--- src/rtl/pipeline_hazard_ctrl.sv ---
// Stall/flush/bypass controller for the 5-stage RV32I pipeline: load-use
// bubbles, LSU wait freeze with timeout, EX redirect flush and perf counters.
module pipeline_hazard_ctrl #(
  parameter int unsigned LD_BUBBLES  = 1,
  parameter int unsigned MEM_TIMEOUT = 255,
  parameter int unsigned PERF_W      = 32
) (
  input  logic              clk_i,
  input  logic              rst_ni,
  input  logic [4:0]        ID_rs1_addr,
  input  logic [4:0]        ID_rs2_addr,
  input  logic              ID_rd_rs2_en,
  input  logic [4:0]        EX_rd_addr,
  input  logic              EX_rd_wren,
  input  logic              EX_ld_en,
  input  logic              EX_br_taken,
  input  logic              MEM_req,
  input  logic              MEM_ack,
  input  logic [4:0]        WB_rd_addr,
  input  logic              WB_rd_wren,
  output logic              IF_en,
  output logic              IF_rst_n,
  output logic              ID_stall_en,
  output logic              ID_rst_n,
  output logic              EX_en,
  output logic              sel_rs1_wb,
  output logic              sel_rs2_wb,
  output logic              mem_err_o,
  output logic [PERF_W-1:0] stall_cnt_o,
  output logic [PERF_W-1:0] flush_cnt_o
);

  typedef enum logic [1:0] {RUN, LD_STALL, MEM_WAIT} state_e;

  localparam logic [2:0]  BUB_LAST = 3'(LD_BUBBLES - 1);
  localparam logic [15:0] TMO      = 16'(MEM_TIMEOUT);

  state_e            state_q, state_d, ret_q, ret_d, base;
  logic [2:0]        bub_q, bub_d;
  logic [15:0]       wait_q, wait_d;
  logic              mem_err_q, mem_err_d;
  logic [PERF_W-1:0] stall_q, flush_q;
  logic              lu_haz, mem_wait, timeout, hold;
  logic              if_en_c, if_rst_n_c, id_en_c, id_rst_n_c, ex_en_c;

  assign lu_haz = EX_ld_en & EX_rd_wren & (EX_rd_addr != 5'd0) &
                  ((EX_rd_addr == ID_rs1_addr) |
                   (ID_rd_rs2_en & (EX_rd_addr == ID_rs2_addr)));
  assign mem_wait = MEM_req & ~MEM_ack;
  assign timeout  = (state_q == MEM_WAIT) & ~MEM_ack & (wait_q >= TMO);

  assign sel_rs1_wb = WB_rd_wren & (WB_rd_addr != 5'd0) & (WB_rd_addr == ID_rs1_addr);
  assign sel_rs2_wb = WB_rd_wren & (WB_rd_addr != 5'd0) & (WB_rd_addr == ID_rs2_addr);

  // The release cycle out of MEM_WAIT evaluates the saved state's logic directly.
  always_comb begin
    if_en_c    = 1'b1;
    if_rst_n_c = 1'b1;
    id_en_c    = 1'b1;
    id_rst_n_c = 1'b1;
    ex_en_c    = 1'b1;
    state_d    = state_q;
    ret_d      = ret_q;
    bub_d      = bub_q;
    wait_d     = wait_q;
    mem_err_d  = mem_err_q | timeout;
    base       = (state_q == MEM_WAIT) ? ret_q : state_q;
    hold       = (state_q == MEM_WAIT) ? (~MEM_ack & ~timeout) : mem_wait;

    if (hold) begin
      if_en_c = 1'b0;
      id_en_c = 1'b0;
      ex_en_c = 1'b0;
      state_d = MEM_WAIT;
      if (state_q == MEM_WAIT) begin
        wait_d = wait_q + 16'd1;
      end else begin
        ret_d  = state_q;
        wait_d = 16'd1;
      end
    end else if (base == LD_STALL) begin
      if_en_c    = 1'b0;
      id_rst_n_c = 1'b0;
      bub_d      = bub_q + 3'd1;
      state_d    = (bub_q == BUB_LAST) ? RUN : LD_STALL;
    end else if (EX_br_taken) begin
      if_rst_n_c = 1'b0;
      id_rst_n_c = 1'b0;
      state_d    = RUN;
    end else if (lu_haz) begin
      if_en_c    = 1'b0;
      id_rst_n_c = 1'b0;
      state_d    = RUN;
      if (LD_BUBBLES > 1) begin
        state_d = LD_STALL;
        bub_d   = 3'd1;
      end
    end else begin
      state_d = RUN;
    end
  end

  // Reset forces the pipeline-enable view immediately, regardless of inputs.
  assign IF_en       = ~rst_ni | if_en_c;
  assign IF_rst_n    = ~rst_ni | if_rst_n_c;
  assign ID_stall_en = ~rst_ni | id_en_c;
  assign ID_rst_n    = ~rst_ni | id_rst_n_c;
  assign EX_en       = ~rst_ni | ex_en_c;

  always_ff @(posedge clk_i or negedge rst_ni) begin
    if (!rst_ni) begin
      state_q   <= RUN;
      ret_q     <= RUN;
      bub_q     <= '0;
      wait_q    <= '0;
      mem_err_q <= 1'b0;
      stall_q   <= '0;
      flush_q   <= '0;
    end else begin
      state_q   <= state_d;
      ret_q     <= ret_d;
      bub_q     <= bub_d;
      wait_q    <= wait_d;
      mem_err_q <= mem_err_d;
      if (!if_en_c && stall_q != '1)
        stall_q <= stall_q + PERF_W'(1);
      if (!if_rst_n_c && flush_q != '1)
        flush_q <= flush_q + PERF_W'(1);
    end
  end

  assign mem_err_o   = mem_err_q;
  assign stall_cnt_o = stall_q;
  assign flush_cnt_o = flush_q;

endmodule

--- config.mk ---
export PLATFORM = sky130hd
export DESIGN_NAME = pipeline_hazard_ctrl
export DESIGN_NICKNAME = d
export VERILOG_FILES = /design/src/rtl/pipeline_hazard_ctrl.sv
export SDC_FILE = /design/constraint.sdc
export NUM_CORES = 1
export LEC_CHECK = 0
export ABC_CLOCK_PERIOD_IN_PS = 4100
export CAP_MARGIN = 20
export CORE_ASPECT_RATIO = 0.9
export CORE_MARGIN = 10
export CORE_UTILIZATION = 50
export DETAILED_ROUTE_END_ITERATION = 6
export PLACE_DENSITY_LB_ADDON = 0.05
export SLEW_MARGIN = 40
export SYNTH_ARGS = -nofsm -noshare
export SYNTH_HDL_FRONTEND = slang
export SYNTH_SLANG_ARGS = --single-unit
export TNS_END_PERCENT = 1
--- constraint.sdc ---
create_clock -name clk_i -period 4.1 [get_ports clk_i]
set_input_delay 0.615 -clock clk_i [delete_from_list [all_inputs] [get_ports clk_i]]
set_output_delay 0.615 -clock clk_i [all_outputs]
set_load 0.05 [all_outputs]
==> impl_metrics.csv <==
group,metric,value,unit
job,max_cap_viol_count,0,
sta,tns,0,ns
global_routing,grt_usage,0.1687,
floorplan,core-area,8568,um^2
yosys,yosys.cell_types.count,47,
detailed_routing,wire_per_inst,16.18,um
place,port_buffers,100,
sta,rsz0062_at_grt,"false",
sta,layout_setup_ws,0.5898,ns
place,finalWeightedCongestion,0.8678,
global_routing,grt_pass1_wl,17970,um
power_and_ir_drop,leakagePower,2.412,nW
yosys,avgSynthCellArea,10.37,um^2
layout,drive_gt1_frac,0.06343,
detailed_routing,dr.pass1.iters,4,
power_and_ir_drop,p_sw_frac,0.4054,
layout,regArea,2202,um^2
layout,diodes,0,
yosys,yosys-top-cells-count,"dfrtp_1 (88), xor2_1 (53), nand2_1 (43)",
clock_network,cts_tree,"yes",
layout,area_growth,29.90,%
global_routing,grt_max_degree,50,
yosys,syn-num-nets,459,
setup_path,cp.required,3.48,ns
layout,nNetsFinal,565,
power_and_ir_drop,pwr_density_cell,449.5,nW/um^2
yosys,yosysMostFrequentCell,"dfrtp_1",
floorplan,rows,32,
setup_path,cp.arrival,2.90,ns
global_routing,antenna_found_initial,0,
floorplan,fp.dieArea,12970,um^2
sta,fmax,284.9,MHz
power_and_ir_drop,power_switching,1.043,mW
run_status,status,"complete, no violations",
clock_network,cts-htree-levels,3,
clock_network,post_cts_buffers,0,
layout,multiInputGateArea,2116,um^2
yosys,synth_warnings,0,
yosys,synth-seq-area-share,0.4997,
setup_path,critPathMaxFanout,8,
sta,setup_viol,0,
power_and_ir_drop,pwr-share-comb,0.343,
power_and_ir_drop,fin_total_pwr,2.573,mW
global_routing,overflow,0,
sta,finalMaxSlewViolations,0,
place,hpwl,7823,um
detailed_routing,vias,3504,
floorplan,die_h,109.1,um
sta,fin_crit,3.510,ns
detailed_routing,routed_via_density,5.350,
power_and_ir_drop,pwr-share-clk,0.218,
floorplan,die_x,119.0,um
yosys,syn-cell-area,4407,um^2
clock_network,clock_latency,0.37,ns
detailed_routing,drtAntennaViolNets,0,
detailed_routing,drc,0,
place,place_ws,0.6669,ns
power_and_ir_drop,seq_power_share,0.439,
layout,fill_cells,737,
power_and_ir_drop,p_int,1.530,mW
yosys,synth-seq-cells,88,
setup_path,cp-end-kind,"output port",
yosys,synth-edff-count,0,
clock_network,ctsResizeCount,0,
detailed_routing,drt_iter0_drc,150,
clock_network,path_clk_slew,0.09,ns
power_and_ir_drop,vdd_drop_max,0.3700,mV
detailed_routing,drt_wl_total,10600,um
yosys,yosys.area.top_type,"dfrtp_1",
clock_network,cts_root_buffer,"clkbuf_8",
clock_network,cts.sinks,88,
yosys,synthFlopType,"dfrtp_1",
clock_network,cts_made_buffers,9,
yosys,synth_area_leaders,"dfrtp_1 (50%), xor2_1 (11%), xnor2_1 (7.0%)",
yosys,async_flop_share,1.000,
setup_path,worstSetupPathType,"register to output port",
clock_network,clockBufferDepth,2,
floorplan,io_pins,101,
yosys,yosys.area.top_type_share,0.4997,
min_path,hold_path_class,"primary input to async pin",
sta,fin_crit_sh,0.8561,
global_routing,grt_pass1_vias,3552,
clock_network,hold_buffers,0,
setup_path,start_kind,"register",
yosys,synth_cells,425,
sta,tightest_slew,0.7774,ns
sta,relSlewSlack,0.4817,
sta,hold_viol,0,
floorplan,start_util,0.5143,
sta,fin_skew,0.01275,ns
## flip-flops by register name, indices dropped and copies added (netlist names)
| signal | cells |
|---|---|
| bub_q | 3 |
| stall_cnt_o | 32 |
| state_q | 2 |
| mem_err_o | 1 |
| flush_cnt_o | 32 |
| ret_q | 2 |
| wait_q | 16 |
## cells by family after synthesis
kind of cell	share of synthesized area
compound gates	0.03209
xor+xnor	0.1749
fa+ha+maj	0.01420
buf+inv	0.02300
flops	0.4997
mux	0.007382
simple gates	0.2487
## path summary, 6_finish.rpt
path | startpoint | end | slack (ns) | cells past startpoint
setup / recovery | wait_q[0] | ID_stall_en | 0.59 | 7
hold / removal | rst_ni | stall_cnt_o[27] | 0.24 | 1
min in group clk_i | flush_cnt_o[25] | flush_cnt_o[25] | 0.49 | 1
setup reg to reg | flush_cnt_o[0] | flush_cnt_o[23] | 1.22 | 7
max in group asynchronous | rst_ni | stall_cnt_o[6] | 2.83 | 2
hold reg to reg | flush_cnt_o[25] | flush_cnt_o[25] | 0.49 | 1
## power by group through the flow
stage / clock network, mW / registers, mW / logic, mW
2_1_floorplan: 0 / 1.46 / 0.223
3_3_place_gp: 0 / 1.14 / 0.882
3_5_place_dp: 0 / 1.14 / 0.890
4_1_cts: 0.579 / 1.13 / 0.893
5_1_grt: 0.614 / 1.15 / 0.941
6_report: 0.560 / 1.13 / 0.882
## layer usage
layer  GRT usage  vias up  routed length, um
met4     0.04181        0                118
met2      0.2528       91               4794
met1      0.2212     1716               4879
li1            -     1686                  -
met3     0.07235       11                806
met5           0        -                  0
## worst max-delay path, stage by stage, from the launching register on
cell and delay [ns]:
dfrtp_1 0.40, ha_1 0.21, nand2_1 0.09, nor3_1 0.42, o31a_1 0.35, inv_1 0.15
nand2_1 0.11, clkdlybuf4s50_1 0.81
## final cells by class
type	count	share of cell area
Sequential cell	88	0.3847
Multi-Input combinational cell	317	0.3696
Timing Repair Buffer	104	0.1810
Tap cell	119	0.02601
Clock buffer	10	0.02404
Clock inverter	6	0.007432
Inverter	11	0.007213
## placed cells by master, fill, tap and decap left out, types with 3 or more instances in the layout
cell type | synthesis | routed
nor2_1 | 28 | 28
ha_1 | 5 | 5
xor2_1 | 53 | 53
and2_1 | 10 | 10
nand2b_1 | 4 | 4
nor4_1 | 15 | 15
clkdlybuf4s50_1 | 0 | 97
nor3_1 | 31 | 31
dfrtp_1 | 88 | 88
clkbuf_8 | 0 | 10
buf_4 | 1 | 6
and4_1 | 6 | 6
xnor2_1 | 35 | 35
nand4_1 | 14 | 14
inv_1 | 11 | 11
nor4b_1 | 4 | 4
a21oi_1 | 3 | 3
nand2_1 | 43 | 43
nand3_1 | 27 | 27
and3_1 | 6 | 6
## per-stage QoR
stage / utilization / cells / cell area [um^2] / hold slack [ns]
2_1_floorplan: - / 425 / 4407 / 0.3194
3_3_place_gp: 0.6456 / 638 / 5532 / 0.4646
3_5_place_dp: 0.6465 / 639 / 5539 / 0.4759
4_1_cts: 0.6675 / 655 / 5719 / 0.2473
5_1_grt: 0.6681 / 655 / 5724 / 0.2583
6_report: 0.6681 / 655 / 5724 / 0.2369
Power figures use the tool's default switching activity.
